===== config.mk =====
export PLATFORM = sky130hd
export DESIGN_NAME = ftdi_io_deser
export DESIGN_NICKNAME = d
export VERILOG_FILES = /design/src/rtl/ftdi_io_deser_pkg.sv /design/src/rtl/ftdi_io_deser_ch.sv /design/src/rtl/ftdi_io_deser.sv
export SDC_FILE = /design/constraint.sdc
export NUM_CORES = 1
export LEC_CHECK = 0
export CORE_MARGIN = 2
export CORE_UTILIZATION = 52
export CTS_BUF_LIST = sky130_fd_sc_hd__clkbuf_8
export DETAILED_ROUTE_END_ITERATION = 12
export PLACE_DENSITY_LB_ADDON = 0.25
export SLEW_MARGIN = 30
export SYNTH_ARGS = -nofsm -noshare
export SYNTH_HDL_FRONTEND = slang
export SYNTH_HIERARCHICAL = 1
export SYNTH_SLANG_ARGS = --single-unit
export TNS_END_PERCENT = 20

===== constraint.sdc =====
create_clock -name AClkH -period 2.02 [get_ports AClkH]
set_input_delay 0.505 -clock AClkH [delete_from_list [all_inputs] [get_ports AClkH]]
set_output_delay 0.505 -clock AClkH [all_outputs]
set_load 0.02 [all_outputs]

===== src/rtl/ftdi_io_deser_pkg.sv =====
// rtl/ftdi_io_deser_pkg.sv - shared FSM encoding and parameter limits for the serial deserializer
package ftdi_io_deser_pkg;

  typedef enum logic {
    ST_HUNT  = 1'b0,
    ST_SHIFT = 1'b1
  } deser_state_e;

  localparam int unsigned CChCntMin   = 1;
  localparam int unsigned CChCntMax   = 8;
  localparam int unsigned CWordLenMin = 2;
  localparam int unsigned CWordLenMax = 32;

  // Bit-counter width; counts 0..word_len-1.
  function automatic int unsigned cnt_width(input int unsigned word_len);
    return (word_len <= 2) ? 1 : $clog2(word_len);
  endfunction

endpackage


===== src/rtl/ftdi_io_deser_ch.sv =====
// rtl/ftdi_io_deser_ch.sv - one channel's shift register; word_o is the value after the current strobe
module ftdi_io_deser_ch
  import ftdi_io_deser_pkg::*;
#(
  parameter int unsigned CWordLen  = 8,
  parameter bit          CMsbFirst = 1'b1
) (
  input  logic                AClkH,
  input  logic                AResetHN,
  input  logic                shift_en_i,
  input  logic                start_i,
  input  logic                bit_i,
  output logic [CWordLen-1:0] word_o
);

  logic [CWordLen-1:0] sr_q;
  logic [CWordLen-1:0] sr_d;
  logic [CWordLen-1:0] base;

  // A frame bit starts from an empty register so stale partial bits never leak.
  always_comb begin
    base = start_i ? '0 : sr_q;
    sr_d = sr_q;
    if (shift_en_i) begin
      if (CMsbFirst) begin
        sr_d = {base[CWordLen-2:0], bit_i};
      end else begin
        sr_d = {bit_i, base[CWordLen-1:1]};
      end
    end
  end

  always_ff @(posedge AClkH or negedge AResetHN) begin
    if (!AResetHN) begin
      sr_q <= '0;
    end else begin
      sr_q <= sr_d;
    end
  end

  assign word_o = sr_d;

endmodule


===== src/rtl/ftdi_io_deser.sv =====
// rtl/ftdi_io_deser.sv - multi-channel framed serial-to-parallel deserializer with holding register
module ftdi_io_deser
  import ftdi_io_deser_pkg::*;
#(
  parameter int unsigned CChCnt    = 1,
  parameter int unsigned CWordLen  = 8,
  parameter bit          CMsbFirst = 1'b1
) (
  input  logic                       AClkH,
  input  logic                       AResetHN,
  input  logic                       AClkHEn,
  input  logic                       ABitStb,
  input  logic                       AFrameI,
  input  logic [CChCnt-1:0]          ADataI,
  output logic [CChCnt*CWordLen-1:0] ADataO,
  output logic                       AValidO,
  input  logic                       AReadyI,
  output logic                       AOvrO,
  output logic                       AFrmErrO,
  input  logic                       AErrClr
);

  localparam int unsigned CntW = cnt_width(CWordLen);
  localparam logic [CntW-1:0] CLastCnt = CntW'(CWordLen - 1);

  deser_state_e                state_q, state_d;
  logic [CntW-1:0]             cnt_q, cnt_d;
  logic [CChCnt*CWordLen-1:0]  data_q, data_d;
  logic                        valid_q, valid_d;
  logic                        ovr_q, ovr_d;
  logic                        frm_q, frm_d;
  logic [CChCnt*CWordLen-1:0]  word_next;
  logic                        stb;
  logic                        shift_en;
  logic                        start;
  logic                        complete;
  logic                        ovr_set;
  logic                        frm_set;

  assign stb = AClkHEn & ABitStb;

  for (genvar g = 0; g < CChCnt; g++) begin : g_ch
    ftdi_io_deser_ch #(
      .CWordLen  (CWordLen),
      .CMsbFirst (CMsbFirst)
    ) u_ch (
      .AClkH      (AClkH),
      .AResetHN   (AResetHN),
      .shift_en_i (shift_en),
      .start_i    (start),
      .bit_i      (ADataI[g]),
      .word_o     (word_next[g*CWordLen +: CWordLen])
    );
  end

  always_comb begin
    state_d  = state_q;
    cnt_d    = cnt_q;
    shift_en = 1'b0;
    start    = 1'b0;
    complete = 1'b0;
    frm_set  = 1'b0;
    unique case (state_q)
      ST_HUNT: begin
        if (stb && AFrameI) begin
          shift_en = 1'b1;
          start    = 1'b1;
          cnt_d    = CntW'(1);
          state_d  = ST_SHIFT;
        end
      end
      ST_SHIFT: begin
        if (stb) begin
          shift_en = 1'b1;
          if (AFrameI) begin
            start   = 1'b1;
            frm_set = (cnt_q != '0);
            cnt_d   = CntW'(1);
          end else if (cnt_q == CLastCnt) begin
            complete = 1'b1;
            cnt_d    = '0;
          end else begin
            cnt_d = cnt_q + CntW'(1);
          end
        end
      end
      default: state_d = ST_HUNT;
    endcase
  end

  // Holding register: a completing word loads only if the slot is free or being drained now.
  always_comb begin
    data_d  = data_q;
    valid_d = valid_q;
    ovr_set = 1'b0;
    if (complete) begin
      if (!valid_q || AReadyI) begin
        data_d  = word_next;
        valid_d = 1'b1;
      end else begin
        ovr_set = 1'b1;
      end
    end else if (valid_q && AReadyI) begin
      valid_d = 1'b0;
    end
    ovr_d = ovr_set | (ovr_q & ~AErrClr);
    frm_d = frm_set | (frm_q & ~AErrClr);
  end

  always_ff @(posedge AClkH or negedge AResetHN) begin
    if (!AResetHN) begin
      state_q <= ST_HUNT;
      cnt_q   <= '0;
      data_q  <= '0;
      valid_q <= 1'b0;
      ovr_q   <= 1'b0;
      frm_q   <= 1'b0;
    end else if (AClkHEn) begin
      state_q <= state_d;
      cnt_q   <= cnt_d;
      data_q  <= data_d;
      valid_q <= valid_d;
      ovr_q   <= ovr_d;
      frm_q   <= frm_d;
    end
  end

  assign ADataO   = data_q;
  assign AValidO  = valid_q;
  assign AOvrO    = ovr_q;
  assign AFrmErrO = frm_q;

endmodule


==> results of run 1 <==
synth_stat cells:
cell type | count | area share (%)
dfrtp_1 | 23 | 59
mux2_2 | 8 | 9.2
nand2_1 | 7 | 2.7
a22o_1 | 5 | 4.5
o21ai_0 | 4 | 2.1
ha_1 | 3 | 3.8
inv_1 | 3 | 1.2
nor2_1 | 3 | 1.2
a21oi_1 | 2 | 1.0
nand2b_1 | 2 | 1.3
a22o_2 | 1 | 1.0
a32o_1 | 1 | 1.0
and2b_2 | 1 | 0.90
and2b_4 | 1 | 1.0
and3_1 | 1 | 0.64
and3_2 | 1 | 0.77
and4b_4 | 1 | 1.4
inv_2 | 1 | 0.38
mux2_4 | 1 | 1.5
nand3_4 | 1 | 1.8
nand3b_1 | 1 | 0.77
o22ai_1 | 1 | 0.64
o31ai_1 | 1 | 0.77
or2_2 | 1 | 0.64
or2b_1 | 1 | 0.77
final timing paths:
path	endpoint	startpoint	cells past startpoint	slack (ns)
hold reg to reg	AOvrO	AOvrO	2	0.49
hold / removal	AOvrO	AOvrO	2	0.49
setup / recovery	ADataO[0]	ABitStb	5	0.13
max in group asynchronous	ADataO[2]	AResetHN	2	1.21
min in group asynchronous	cnt_q[2]	AResetHN	2	0.59
setup reg to reg	ADataO[2]	state_q	6	0.44
through the flow:
stage               TNS (ns)  power, mW
finish                     0      1.070
global route               0      1.116
CTS                        0      1.076
detailed placement   -0.6608     0.7988
global placement     -0.4646     0.7889
floorplan                  0     0.6975
worst min-delay path: stages, from the launching register on:
cell and delay, ns:
dfrtp_1 0.35, nand2_1 0.04, o21ai_0 0.06
where the power goes:
part           leakage [nW]  switching (mW)  internal (mW)  total (mW)
sequential            0.303          0.0401          0.529       0.569
clock                0.0255           0.144          0.137       0.281
combinational         0.270           0.104          0.115       0.220
registers in the layout, summed over array words and instances, names as in the netlist:
signal          cells
state_q             1
cnt_q               3
AOvrO               1
g_ch.u_ch/sr_q      8
AFrmErrO            1
AValidO             1
ADataO              8
metal layers:
layer  vias up  routed length (um)  part of all wire, %
li1        328                   -                    -
met1       321                 847                   46
met2        18                 871                   48
met3         2                  98                  5.4
met4         0                  12                 0.66
met5         -                   0                    0
layout make-up:
type | instances | area share, %
Timing Repair Buffer | 24 | 17.61
Tap cell | 25 | 2.446
Sequential cell | 23 | 45.01
Inverter | 4 | 1.174
Multi-Input combinational cell | 48 | 30.14
Clock inverter | 1 | 0.3914
Clock buffer | 3 | 3.229
logic make-up after synthesis:
kind of cell / after synthesis
buffers and inverters: 4
AOI/OAI and AO/OA: 15
DFF: 23
and+or+nand+nor: 21
adders and majority gates: 3
muxes: 9
==> flow_metrics.py, run 1 <==
metrics = {
    "clocking": {
        "cts_tree": "yes",
        "h-tree-depth": 1,
        "clockRootBuffer": "clkbuf_8",
        "worstSkewPairLatency_ns": 0.26,
        "cts.sinks": 23,
        "numCtsBuffers": 3,
        "post-cts-setup-buffers": 0,
        "cts_buffer_depth": 2,
        "cts_hold_buf": 0,
        "cts.clk_slew.worst_paths_ns": 0.08,
        "cts_resized": 0,
    },
    "synth": {
        "ys_seq_area_share_pct": 58.97,
        "synth_xor_area_share_pct": 0,
        "synth-compound-area-share_pct": 11.03,
        "synth_area_sq_um": 975.9,
        "synth_cell_types": 25,
        "synthAdderAreaFrac_pct": 3.846,
        "synth_top_family_by_area": "simple AND/OR/NAND/NOR gates",
        "ys_ff_latch": 23,
        "postSynthAreaPerCell_sq_um": 13.01,
        "yosys.area_share.simple_pct": 13.85,
        "ys_warn_count": 6,
        "synthMuxAreaShare_pct": 10.77,
        "syn_inst": 75,
        "syn_nets": 86,
    },
    "critical_path": {
        "path_buf_inv": 1,
        "path_delay_family": "multiplexers",
        "cp_slowest_cell": "clkdlybuf4s50_1",
        "worstPathArrival_ns": 2.04,
        "worstSetupPathType": "in -> reg",
        "crit_top_cell": "mux2_2",
        "cp_max_fo": 5,
        "cp_cell_sequence": "clkdlybuf4s50_1 -> nand2_1 -> nor2_1 -> mux2_2 -> mux2_2",
        "cpPeakStageDelay_ns": 0.50,
        "required_ns": 2.17,
        "cp-start-kind": "primary input",
        "cp-end-kind": "register",
    },
    "drt": {
        "first_pass_iters": 4,
        "avgViaCountPerCell": 5.227,
        "totalWireLength_um": 1830,
        "drc": 0,
        "drt-initial-drc-count": 4,
        "vias": 669,
        "wl_per_cell_um": 14.30,
        "drtAntennaViolNets": 0,
    },
    "placed_design": {
        "post-place-ws_ns": -0.1231,
        "placed_area_sq_um": 1232,
        "dp.cells": 124,
        "gp_congestion": 0.7314,
        "io_buffers": 18,
        "dp_hpwl_um": 1327,
    },
    "power_and_ir_drop": {
        "ir_drop_mv": 0.5647,
        "power.density_nw_per_um2": 837.0,
        "p_leak_nw": 0.5993,
    },
    "floorplanning": {
        "coreArea_sq_um": 1745,
        "die_width_um": 47.32,
        "die_h_um": 47.32,
        "initial_core_util_pct": 55.91,
        "fp-row-count": 15,
        "fp.dieArea_sq_um": 2239,
        "pin_count": 19,
    },
    "sta": {
        "hold_ws_ns": 0.4907,
        "rsz0062_at_grt": "no",
        "fin_crit_ns": 1.892,
        "setup_viol": 0,
        "fmax_mhz": 528.6,
        "worst_pin_slew_ns": 0.3352,
        "finalWorstSetupSlack_ns": 0.1284,
        "skew_ns": 0.002525,
        "final_max_slew_viol_count": 0,
        "hold_viol": 0,
        "finalCritPeriodShare_pct": 93.65,
        "maxSlewHeadroom_pct": 77.57,
    },
    "run": {
        "maxCapViolations": 0,
    },
    "final_layout": {
        "multiInputGateArea_sq_um": 385.4,
        "final_cell_mix": "dfrtp_1, clkdlybuf4s50_1, mux2_2",
        "final_area_sq_um": 1279,
        "finalNetCount": 115,
        "syn2layout_area_growth_pct": 31.03,
        "fill_cells": 130,
        "drive_gt1_share_pct": 26.21,
        "final_common_cell": "dfrtp_1",
        "fin_cells": 128,
        "n_antenna_cell": 0,
        "register_area_sq_um": 575.6,
        "final_util_pct": 73.26,
    },
    "global_routing": {
        "grt_util_met3_pct": 4.615,
        "grt_util_met2_pct": 31.08,
        "grt_pass1_wl_um": 2967,
        "grt.total_usage_pct": 19.70,
        "grt_overflow": 0,
        "antenna_found_initial": 0,
        "top_usage_layer": "met2",
        "grt_pass1_vias": 676,
        "grt_use_met1_pct": 25.99,
        "grt_start_max_net_pins": 24,
    },
    "hold_path": {
        "hold_class": "reg -> reg",
    },
    "status": {
        "status": "complete, no violations",
    },
}
No activity file was read; power rests on OpenSTA's default activity.
==> run 2: changes to the inputs <==
--- a/config.mk
+++ b/config.mk
@@ -9,7 +9,9 @@
 export CORE_UTILIZATION = 52
 export CTS_BUF_LIST = sky130_fd_sc_hd__clkbuf_8
 export DETAILED_ROUTE_END_ITERATION = 12
+export MAX_ROUTING_LAYER = met4
 export PLACE_DENSITY_LB_ADDON = 0.25
+export RECOVER_POWER = 50
 export SLEW_MARGIN = 30
 export SYNTH_ARGS = -nofsm -noshare
 export SYNTH_HDL_FRONTEND = slang
==> run 2 against run 1 <==
- sequential power about the same
- count of clock-buffer cells in the layout did not move
- critical endpoint unchanged
- sequential share of layout area rose by 0.40 points
==> flow_metrics.py, run 2 (synthesized netlist as in run 1, its figures left out) <==
metrics = {
    "final_layout": {
        "drive_gt1_share_pct": 23.30,
        "final_cell_mix": "dfrtp_1, clkdlybuf4s50_1, mux2_2",
        "final_area_sq_um": 1267,
        "final_common_cell": "dfrtp_1",
        "final_util_pct": 72.62,
        "fin_cells": 128,
        "finalNetCount": 115,
        "n_antenna_cell": 0,
        "syn2layout_area_growth_pct": 29.87,
    },
    "placed_design": {
        "dp_hpwl_um": 1327,
        "placed_area_sq_um": 1232,
        "io_buffers": 18,
        "gp_congestion": 0.7403,
        "dp.cells": 124,
        "post-place-ws_ns": -0.1231,
    },
    "clocking": {
        "cts_tree": "yes",
        "cts_resized": 0,
        "cts.clk_slew.worst_paths_ns": 0.08,
        "worstSkewPairLatency_ns": 0.26,
        "numCtsBuffers": 3,
        "post-cts-setup-buffers": 0,
        "cts_hold_buf": 0,
        "h-tree-depth": 1,
        "clockRootBuffer": "clkbuf_8",
        "cts.sinks": 23,
        "cts_buffer_depth": 2,
    },
    "critical_path": {
        "cp_cell_sequence": "clkdlybuf4s50_1 -> nand2_1 -> nor2_1 -> mux2_2 -> mux2_2",
        "required_ns": 2.17,
        "path_depth": 5,
        "worstSetupPathType": "in -> reg",
        "crit_top_cell": "mux2_2",
        "r2r_cells": 6,
        "path_delay_family": "multiplexers",
        "cp-start-kind": "primary input",
        "cp_slowest_cell": "clkdlybuf4s50_1",
        "worstPathArrival_ns": 2.04,
        "path_buf_inv": 1,
        "cpPeakStageDelay_ns": 0.51,
        "cp-end-kind": "register",
        "cp_max_fo": 5,
    },
    "sta": {
        "finalCritPeriodShare_pct": 93.33,
        "setup_viol": 0,
        "worst_pin_slew_ns": 1.172,
        "finalWorstSetupSlack_ns": 0.1348,
        "maxSlewHeadroom_pct": 21.85,
        "final_max_slew_viol_count": 0,
        "hold_viol": 0,
        "rsz0062_at_grt": "no",
        "skew_ns": 0.002880,
        "fmax_mhz": 530.4,
        "fin_crit_ns": 1.885,
    },
    "global_routing": {
        "grt_pass1_vias": 676,
        "grt_overflow": 0,
        "grt_pass1_wl_um": 2967,
        "grt.total_usage_pct": 20.35,
        "antenna_found_initial": 0,
        "grt_start_max_net_pins": 24,
    },
    "status": {
        "status": "complete, no violations",
    },
    "drt": {
        "drtAntennaViolNets": 0,
        "avgViaCountPerCell": 5.266,
        "first_pass_iters": 4,
        "wl_per_cell_um": 14.41,
        "totalWireLength_um": 1844,
        "drc": 0,
        "drt-initial-drc-count": 9,
        "vias": 674,
    },
    "power_and_ir_drop": {
        "ir_drop_mv": 0.5650,
        "power.density_nw_per_um2": 842.7,
        "p_leak_nw": 0.5879,
    },
    "hold_path": {
        "worstHoldPathCells": 2,
        "hold_class": "reg -> reg",
    },
    "floorplanning": {
        "pin_count": 19,
        "fp.dieArea_sq_um": 2239,
        "die_width_um": 47.32,
        "coreArea_sq_um": 1745,
        "fp-row-count": 15,
        "initial_core_util_pct": 55.91,
        "die_h_um": 47.32,
    },
    "run": {
        "maxCapViolations": 0,
    },
}
run 2: cell types whose count changed in the layout (fill, tap and decap cells not counted):
cell,change
buf_4,-3
clkbuf_1,+3
run 2: final timing paths:
check / start / to / slack (ns)
worst min register to register: AOvrO / AOvrO / 0.49
min in group asynchronous: AResetHN / cnt_q[2] / 0.93
max in group asynchronous: AResetHN / ADataO[2] / 0.40
worst max register to register: state_q / ADataO[2] / 0.44
worst min-delay path: AOvrO / AOvrO / 0.49
worst max-delay path: ABitStb / ADataO[0] / 0.13
run 2: layout make-up:
class / instances / area [sq um]
Tap cell: 25 / 31.28
Multi-Input combinational cell: 48 / 385.4
Fill cell: 130 / 478.0
Inverter: 4 / 15.01
Sequential cell: 23 / 575.6
Timing Repair Buffer: 24 / 214.0
Clock buffer: 3 / 41.29
Clock inverter: 1 / 5.005
run 2: stage by stage:
| stage | power (mW) | setup TNS (ns) | hold WS [ns] |
|---|---|---|---|
| detailed placement | 0.7988 | -0.6608 | 0.4765 |
| global placement | 0.7889 | -0.4646 | 0.4738 |
| floorplan | 0.6975 | 0 | 0.2094 |
| global route | 1.113 | 0 | 0.5239 |
| finish | 1.068 | 0 | 0.4901 |
| CTS | 1.076 | 0 | 0.4949 |
run 2: worst register-to-register path, cell delays in order (launching register included):
cell	delay, ns
dfrtp_1	0.45
nor2_1	0.11
nor2_1	0.10
buf_4	0.15
and2b_4	0.17
a22o_1	0.22
mux2_2	0.26
run 2: report_power, final:
group | internal, mW | leakage, nW | total (mW) | switching [mW]
registers | 0.529 | 0.303 | 0.569 | 0.0400
clock network | 0.137 | 0.0255 | 0.281 | 0.144
logic | 0.113 | 0.259 | 0.218 | 0.105
run 2: per-layer routing:
layer / vias to the layer above / global-route usage (%) / share of wire, %
li1: 328 / - / -
met1: 325 / 26.49 / 47
met2: 19 / 31.08 / 47
met3: 2 / 3.846 / 4.4
met4: 0 / 8.333 / 0.65
met5: - / - / 0
